### config.mk
export PLATFORM = sky130hd
export DESIGN_NAME = hazard_issue_unit
export DESIGN_NICKNAME = d
export VERILOG_FILES = /design/src/rtl/mips_isa_pkg.sv /design/src/rtl/instr_fifo.sv /design/src/rtl/hazard_issue_unit.sv
export SDC_FILE = /design/constraint.sdc
export NUM_CORES = 1
export LEC_CHECK = 0
export ABC_AREA = 0
export CORE_UTILIZATION = 61
export DETAILED_ROUTE_END_ITERATION = 16
export GPL_ROUTABILITY_DRIVEN = 0
export HOLD_SLACK_MARGIN = 0.06
export PLACE_DENSITY_LB_ADDON = 0.1
export SLEW_MARGIN = 20
export SYNTH_ARGS = -nofsm -noshare
export SYNTH_HDL_FRONTEND = slang
export SYNTH_SLANG_ARGS = --single-unit
### constraint.sdc
create_clock -name clock -period 5.7 [get_ports clock]
set_input_delay 0.855 -clock clock [delete_from_list [all_inputs] [get_ports clock]]
set_output_delay 0.855 -clock clock [all_outputs]
set_load 0.02 [all_outputs]
### src/rtl/mips_isa_pkg.sv
// MIPS instruction-set constants and a small operand decoder shared by the issue front end.
package mips_isa_pkg;

  localparam logic [5:0] OP_RTYPE = 6'b000000;
  localparam logic [5:0] OP_J     = 6'b000010;
  localparam logic [5:0] OP_JAL   = 6'b000011;
  localparam logic [5:0] OP_BEQ   = 6'b000100;
  localparam logic [5:0] OP_BNE   = 6'b000101;
  localparam logic [5:0] OP_ADDI  = 6'b001000;
  localparam logic [5:0] OP_ADDIU = 6'b001001;
  localparam logic [5:0] OP_ANDI  = 6'b001100;
  localparam logic [5:0] OP_ORI   = 6'b001101;
  localparam logic [5:0] OP_LW    = 6'b100011;
  localparam logic [5:0] OP_SW    = 6'b101011;

  localparam logic [5:0] FN_JR    = 6'b001000;

  localparam int OP_MSB = 31;
  localparam int OP_LSB = 26;
  localparam int RS_MSB = 25;
  localparam int RS_LSB = 21;
  localparam int RT_MSB = 20;
  localparam int RT_LSB = 16;
  localparam int RD_MSB = 15;
  localparam int RD_LSB = 11;
  localparam int FN_MSB = 5;
  localparam int FN_LSB = 0;

  localparam logic [31:0] NOP_WORD = 32'h0000_0000;
  localparam logic [4:0]  LINK_REG = 5'd31;

  typedef struct packed {
    logic       src1_v;
    logic [4:0] src1;
    logic       src2_v;
    logic [4:0] src2;
    logic       dst_v;
    logic [4:0] dst;
    logic       is_ctrl;
  } decode_t;

  // Register operands and control-transfer flag; unknown opcodes touch no registers.
  function automatic decode_t decode(input logic [31:0] instr);
    decode_t d;
    logic [5:0] op;
    logic [5:0] fn;
    op = instr[OP_MSB:OP_LSB];
    fn = instr[FN_MSB:FN_LSB];
    d = '0;
    d.src1 = instr[RS_MSB:RS_LSB];
    d.src2 = instr[RT_MSB:RT_LSB];
    case (op)
      OP_RTYPE: begin
        d.src1_v = 1'b1;
        if (fn == FN_JR) begin
          d.is_ctrl = 1'b1;
        end else begin
          d.src2_v = 1'b1;
          d.dst_v  = 1'b1;
          d.dst    = instr[RD_MSB:RD_LSB];
        end
      end
      OP_ADDI, OP_ADDIU, OP_ANDI, OP_ORI, OP_LW: begin
        d.src1_v = 1'b1;
        d.dst_v  = 1'b1;
        d.dst    = instr[RT_MSB:RT_LSB];
      end
      OP_SW: begin
        d.src1_v = 1'b1;
        d.src2_v = 1'b1;
      end
      OP_BEQ, OP_BNE: begin
        d.src1_v  = 1'b1;
        d.src2_v  = 1'b1;
        d.is_ctrl = 1'b1;
      end
      OP_J: begin
        d.is_ctrl = 1'b1;
      end
      OP_JAL: begin
        d.dst_v   = 1'b1;
        d.dst     = LINK_REG;
        d.is_ctrl = 1'b1;
      end
      default: d = '0;
    endcase
    return d;
  endfunction

endpackage

### src/rtl/instr_fifo.sv
// Synchronous instruction FIFO with push, pop, flush and occupancy count.
module instr_fifo #(
  parameter int DEPTH = 8,
  parameter int WIDTH = 32
) (
  input  logic                         i_clk,
  input  logic                         i_rst,
  input  logic                         i_push,
  input  logic [WIDTH-1:0]             i_data,
  input  logic                         i_pop,
  input  logic                         i_flush,
  output logic [WIDTH-1:0]             o_head,
  output logic                         o_full,
  output logic                         o_empty,
  output logic [$clog2(DEPTH+1)-1:0]   o_count
);

  localparam int AW = $clog2(DEPTH);
  localparam int CW = $clog2(DEPTH+1);

  logic [WIDTH-1:0] r_mem [DEPTH];
  logic [AW-1:0]    r_wr_ptr;
  logic [AW-1:0]    r_rd_ptr;
  logic [CW-1:0]    r_count;
  logic             w_push;
  logic             w_pop;

  assign o_full  = (r_count == CW'(DEPTH));
  assign o_empty = (r_count == '0);
  assign o_count = r_count;
  assign o_head  = r_mem[r_rd_ptr];

  // Flush wins over both ports so nothing survives the flush edge.
  assign w_push = i_push && !o_full && !i_flush;
  assign w_pop  = i_pop && !o_empty && !i_flush;

  always_ff @(posedge i_clk) begin
    if (w_push) begin
      r_mem[r_wr_ptr] <= i_data;
    end
  end

  always_ff @(posedge i_clk) begin
    if (i_rst || i_flush) begin
      r_wr_ptr <= '0;
      r_rd_ptr <= '0;
      r_count  <= '0;
    end else begin
      if (w_push) r_wr_ptr <= r_wr_ptr + 1'b1;
      if (w_pop)  r_rd_ptr <= r_rd_ptr + 1'b1;
      case ({w_push, w_pop})
        2'b10:   r_count <= r_count + 1'b1;
        2'b01:   r_count <= r_count - 1'b1;
        default: r_count <= r_count;
      endcase
    end
  end

endmodule

### src/rtl/hazard_issue_unit.sv
// Issue front end: buffers instructions and inserts NOPs only for RAW or control hazards,
// using a per-register writeback countdown scoreboard and a control-bubble counter.
module hazard_issue_unit
  import mips_isa_pkg::*;
#(
  parameter int FIFO_DEPTH   = 8,
  parameter int WB_LAT       = 4,
  parameter int CTRL_BUBBLES = 3,
  parameter int NREG         = 32
) (
  input  logic                              clock,
  input  logic                              reset,
  input  logic                              in_valid,
  input  logic [31:0]                       in_instr,
  output logic                              in_ready,
  input  logic                              flush,
  output logic [31:0]                       i_datain,
  output logic                              issue_valid,
  output logic                              stall,
  output logic [$clog2(FIFO_DEPTH+1)-1:0]   count
);

  localparam int SBW = (WB_LAT > 0) ? $clog2(WB_LAT+1) : 1;
  localparam int CCW = (CTRL_BUBBLES > 0) ? $clog2(CTRL_BUBBLES+1) : 1;

  logic [31:0]    w_head;
  logic           w_full;
  logic           w_empty;
  logic           w_push;
  logic           w_hazard;
  logic           w_block;
  logic           w_issue;
  logic           w_dst_load;
  decode_t        w_dec;

  logic [SBW-1:0] r_sb [NREG];
  logic [CCW-1:0] r_cc;
  logic [31:0]    r_datain;
  logic           r_issue_valid;
  logic           r_stall;

  assign in_ready = !w_full && !flush;
  assign w_push   = in_valid && in_ready;

  instr_fifo #(
    .DEPTH (FIFO_DEPTH),
    .WIDTH (32)
  ) u_fifo (
    .i_clk   (clock),
    .i_rst   (reset),
    .i_push  (w_push),
    .i_data  (in_instr),
    .i_pop   (w_issue),
    .i_flush (flush),
    .o_head  (w_head),
    .o_full  (w_full),
    .o_empty (w_empty),
    .o_count (count)
  );

  assign w_dec = decode(w_head);

  // gr0 is hard-wired, so it can neither create nor suffer a RAW hazard.
  assign w_hazard = (w_dec.src1_v && (w_dec.src1 != 5'd0) && (r_sb[w_dec.src1] != '0)) ||
                    (w_dec.src2_v && (w_dec.src2 != 5'd0) && (r_sb[w_dec.src2] != '0));
  assign w_block    = (r_cc != '0) || w_hazard;
  assign w_issue    = !flush && !w_empty && !w_block;
  assign w_dst_load = w_issue && w_dec.dst_v && (w_dec.dst != 5'd0);

  genvar gi;
  generate
    for (gi = 0; gi < NREG; gi++) begin : g_sb
      always_ff @(posedge clock) begin
        if (reset) begin
          r_sb[gi] <= '0;
        end else if (w_dst_load && (w_dec.dst == 5'(gi))) begin
          r_sb[gi] <= SBW'(WB_LAT);
        end else if (r_sb[gi] != '0) begin
          r_sb[gi] <= r_sb[gi] - 1'b1;
        end
      end
    end
  endgenerate

  always_ff @(posedge clock) begin
    if (reset || flush) begin
      r_cc <= '0;
    end else if (w_issue && w_dec.is_ctrl) begin
      r_cc <= CCW'(CTRL_BUBBLES);
    end else if (r_cc != '0) begin
      r_cc <= r_cc - 1'b1;
    end
  end

  always_ff @(posedge clock) begin
    if (reset) begin
      r_datain      <= NOP_WORD;
      r_issue_valid <= 1'b0;
      r_stall       <= 1'b0;
    end else if (w_issue) begin
      r_datain      <= w_head;
      r_issue_valid <= 1'b1;
      r_stall       <= 1'b0;
    end else begin
      r_datain      <= NOP_WORD;
      r_issue_valid <= 1'b0;
      r_stall       <= !flush && !w_empty && w_block;
    end
  end

  assign i_datain    = r_datain;
  assign issue_valid = r_issue_valid;
  assign stall       = r_stall;

endmodule

==> results.md <==
* Total number of yosys warnings at 0
* Core ar. at 29900 sq um
* Post-Syn Area per Cell at 14.3 sq um
* Worst path bufs/invs at 0
* Routed len/inst at 22.5 um
* Final WS setup at 0.580 ns
* Crit-path cells: mux4_2 > mux2i_1 > nand4_1 > nor3b_1 > or3_1 > nor2_1 > a311oi_1 > nor2b_1 > nand2_1 > o311ai_1
* CP startpoint kind: flip-flop
* Area delta synth->final at 12.6%
* Post-route minimum period at 5.12 ns
* Final slew viol count at 0
* Die width at 177 um
* Top Metal Used: met5
* Slew HR at 32.7%
* CP arrival at 5.29 ns
* Area of the multi-input gates at 6410 sq um
* Die Ht at 177 um
* Worst VDD drop at 0.258 mV
* Tightest Pin Transition at 1.01 ns
* Cts repair resizes at 0
* PortBufs at 74
* Share of the synthesized area in the top cell type at 56.5%
* Leakage power at 7.02 nW
* Path type of the worst setup path: reg -> reg
* Hold_sp: u_fifo.r_rd_ptr[2]$_SDFFE_PP0N_
* Post-Syn Area at 18700 sq um
* Ant diodes at 0
* Setup crit end kind: flip-flop
* Post-synth top flop: edfxtp_1
* Reg2reg end: r_sb[24][2]$_DFFE_PP_
* CTS root buffer: clkbuf_16
* Top cells by count, synth: edfxtp_1, nor3_1, inv_1, ha_1, o31a_1
* I/O pin total at 75
* Max cap viols at 0
* Number of synthesized flops with an enable pin at 352
* DR WL met2 at 20500 um
* FILL cells at 2014
* Number of global-route vias before repair at 11500
* Initial Utilization at 62.6%
* Yosys top cell by area: edfxtp_1
* FF+latch area at 11600 sq um
* Crit path required time at 5.87 ns
* Fmax at 195 MHz
* Hold Crit Depth at 2
* Crit path max fanout at 32
* Distinct cell type count after synthesis at 71
* Yosys reg bits at 401
* Most frequent cell after synthesis: edfxtp_1
* Synth Area in Compound Gates at 8.45%
* Worst reg2reg setup slack at 0.58 ns
* First-pass GRT wire length at 63000 um
* Hpwl dp at 26000 um
* CTS Buffer Depth at 3
* Final WL at 40300 um
* CP top delay family: simple AND/OR/NAND/NOR gates
* GRT Util Overall at 26.4%
* DRC viols at 0
* Worst clock skew at 0.0157 ns
* CTS tree: done
* Synth Instances at 1305
* Slowest stage delay, CP at 0.75 ns
* Nets@finish at 1480
* FFs w/ async S/R, synth at 0%
* Largest net degree at the start of global routing at 159
* Main combinational cell family by area after synthesis: multiplexers
* Vias per Instance at 6.40
* CTS Hold Bufs at 0
* Share of cells above drive strength 1 at 13.5%
* Total grt overflow at 0
* Routed length on met1 at 16600 um
* 1st-iter DRT viols at 996
* P per Cell Area at 388 nW/um^2
* R2r worst-path depth at 10
* Routed Antenna Nets at 0
* Slowest library cell on the worst path: dfxtp_4
* Hold Violations, Final at 0
* Met3 Wirelength at 2120 um
* Synth Area in Adders at 4.85%
* Die area at 31400 sq um
* Worst slack, placed at 0.567 ns
* Synth area leaders: edfxtp_1, mux4_2, dfxtp_1
* Hold Crit Class: reg -> reg
* Total power at 8.18 mW
* Setup repair bufs after CTS at 0
* Sink Count at 401
* Drt pass-1 iters at 6
* Mux share of post-synthesis cell area at 11.7%
* Via Count at 11500
* RSZ-0062 raised after global routing: no
* Clock transition at path regs at 0.06 ns
* Post-synthesis sequential area ratio at 61.7%
* Clock Latency Late Sink at 0.54 ns
* Syn_nets at 1413
* H-Tree Depth at 2
* Status: complete, no violations
* # setup viols final at 0
* Initial antenna violation count at 1
* TritonCTS Buffers at 40
* Rows at 63
* Simple-gate portion of the synthesized area at 8.75%
* Tcrit/Tclk final at 89.8%
* Synth Area in XOR/XNOR at 0.234%
* Setup TNS at 0 ns
==> power breakdown <==
| part | leakage, nW | switching [mW] | internal [mW] |
|---|---|---|---|
| registers | 3.78 | 0.193 | 3.66 |
| clock network | 0.614 | 1.09 | 1.42 |
| logic | 2.63 | 1.02 | 0.796 |
==> final cells by class <==
type	instances	share of cell area [%]
inverter	106	1.89
clock buffer	52	5.25
clock inverter	20	0.718
sequential	401	54.8
timing repair buffer	100	4.55
tap	390	2.32
multi-input combinational	723	30.4
==> how the worst max path moves through the flow <==
stage	start	endpoint	cells past startpoint
finish	flip-flop	r_sb[24][2]$_DFFE_PP_	10
global route	flip-flop	r_sb[29][2]$_DFFE_PP_	7
CTS	flip-flop	r_sb[24][2]$_DFFE_PP_	10
detailed placement	flip-flop	r_sb[24][2]$_DFFE_PP_	10
global placement	flip-flop	r_sb[24][2]$_DFFE_PP_	10
floorplan	flip-flop	u_fifo.o_count[3]$_SDFFE_PP0P_	20
==> registers in the layout, indices dropped and copies added (netlist names), named ones only <==
| signal | count |
|---|---|
| r_sb | 96 |
| stall | 1 |
| u_fifo.r_wr_ptr | 3 |
| i_datain | 32 |
| u_fifo.r_mem | 256 |
| issue_valid | 1 |
| r_cc | 2 |
| u_fifo.o_count | 4 |
| u_fifo.r_rd_ptr | 3 |
==> logic make-up after synthesis <==
logic type               Yosys count
AO/OA/AOI/OAI                    197
XOR/XNOR                           5
adder cells (fa/ha/maj)           72
buffers and inverters            181
flip-flops                       401
multiplexers                     138
AND/OR/NAND/NOR                  311
==> cells in the final DEF (no fill, tap or decap), types with 4 or more instances in the layout <==
cell             count
edfxtp_1           352
nor3_1             130
inv_1              104
clkdlybuf4s50_1     73
ha_1                71
o31a_1              64
mux4_2              59
mux2i_1             57
dfxtp_1             46
nand2_1             44
clkbuf_16           41
or3_1               38
o31ai_1             33
nor2_1              32
o311ai_1            31
buf_4               25
a21oi_1             14
mux2_2              14
clkinv_1            11
nand3_1             10
nand2b_1             9
o22ai_1              8
o211ai_1             8
o21ai_0              7
clkbuf_1             7
mux2i_2              6
and2_1               6
a211oi_1             6
nor2_4               6
clkinv_2             6
nand4_1              5
nor2b_1              4
xor2_1               4
clkbuf_8             4
==> worst reg2reg max path, delay by kind of cell, from the launching register on <==
kind            cells  cell delay (ns)
simple gates        6             1.89
compound gates      2             1.17
mux                 2             0.95
flops               1             0.75
==> routing by layer <==
layer	up-vias	GRT usage (%)
li1	5264	-
met1	5758	34.1
met2	367	46.2
met3	75	3.78
met4	2	8.08
met5	-	0
==> through the flow <==
stage               util (%)  area [sq um]  hold WS (ns)  cells
finish                  70.5         21100         0.506   1792
CTS                     70.5         21100         0.499   1792
floorplan                  -         18700         0.450   1305
global route            70.5         21100         0.529   1792
global placement        66.3         19800         0.475   1720
detailed placement      66.3         19800         0.493   1720
(Power assumes the default switching activity.)
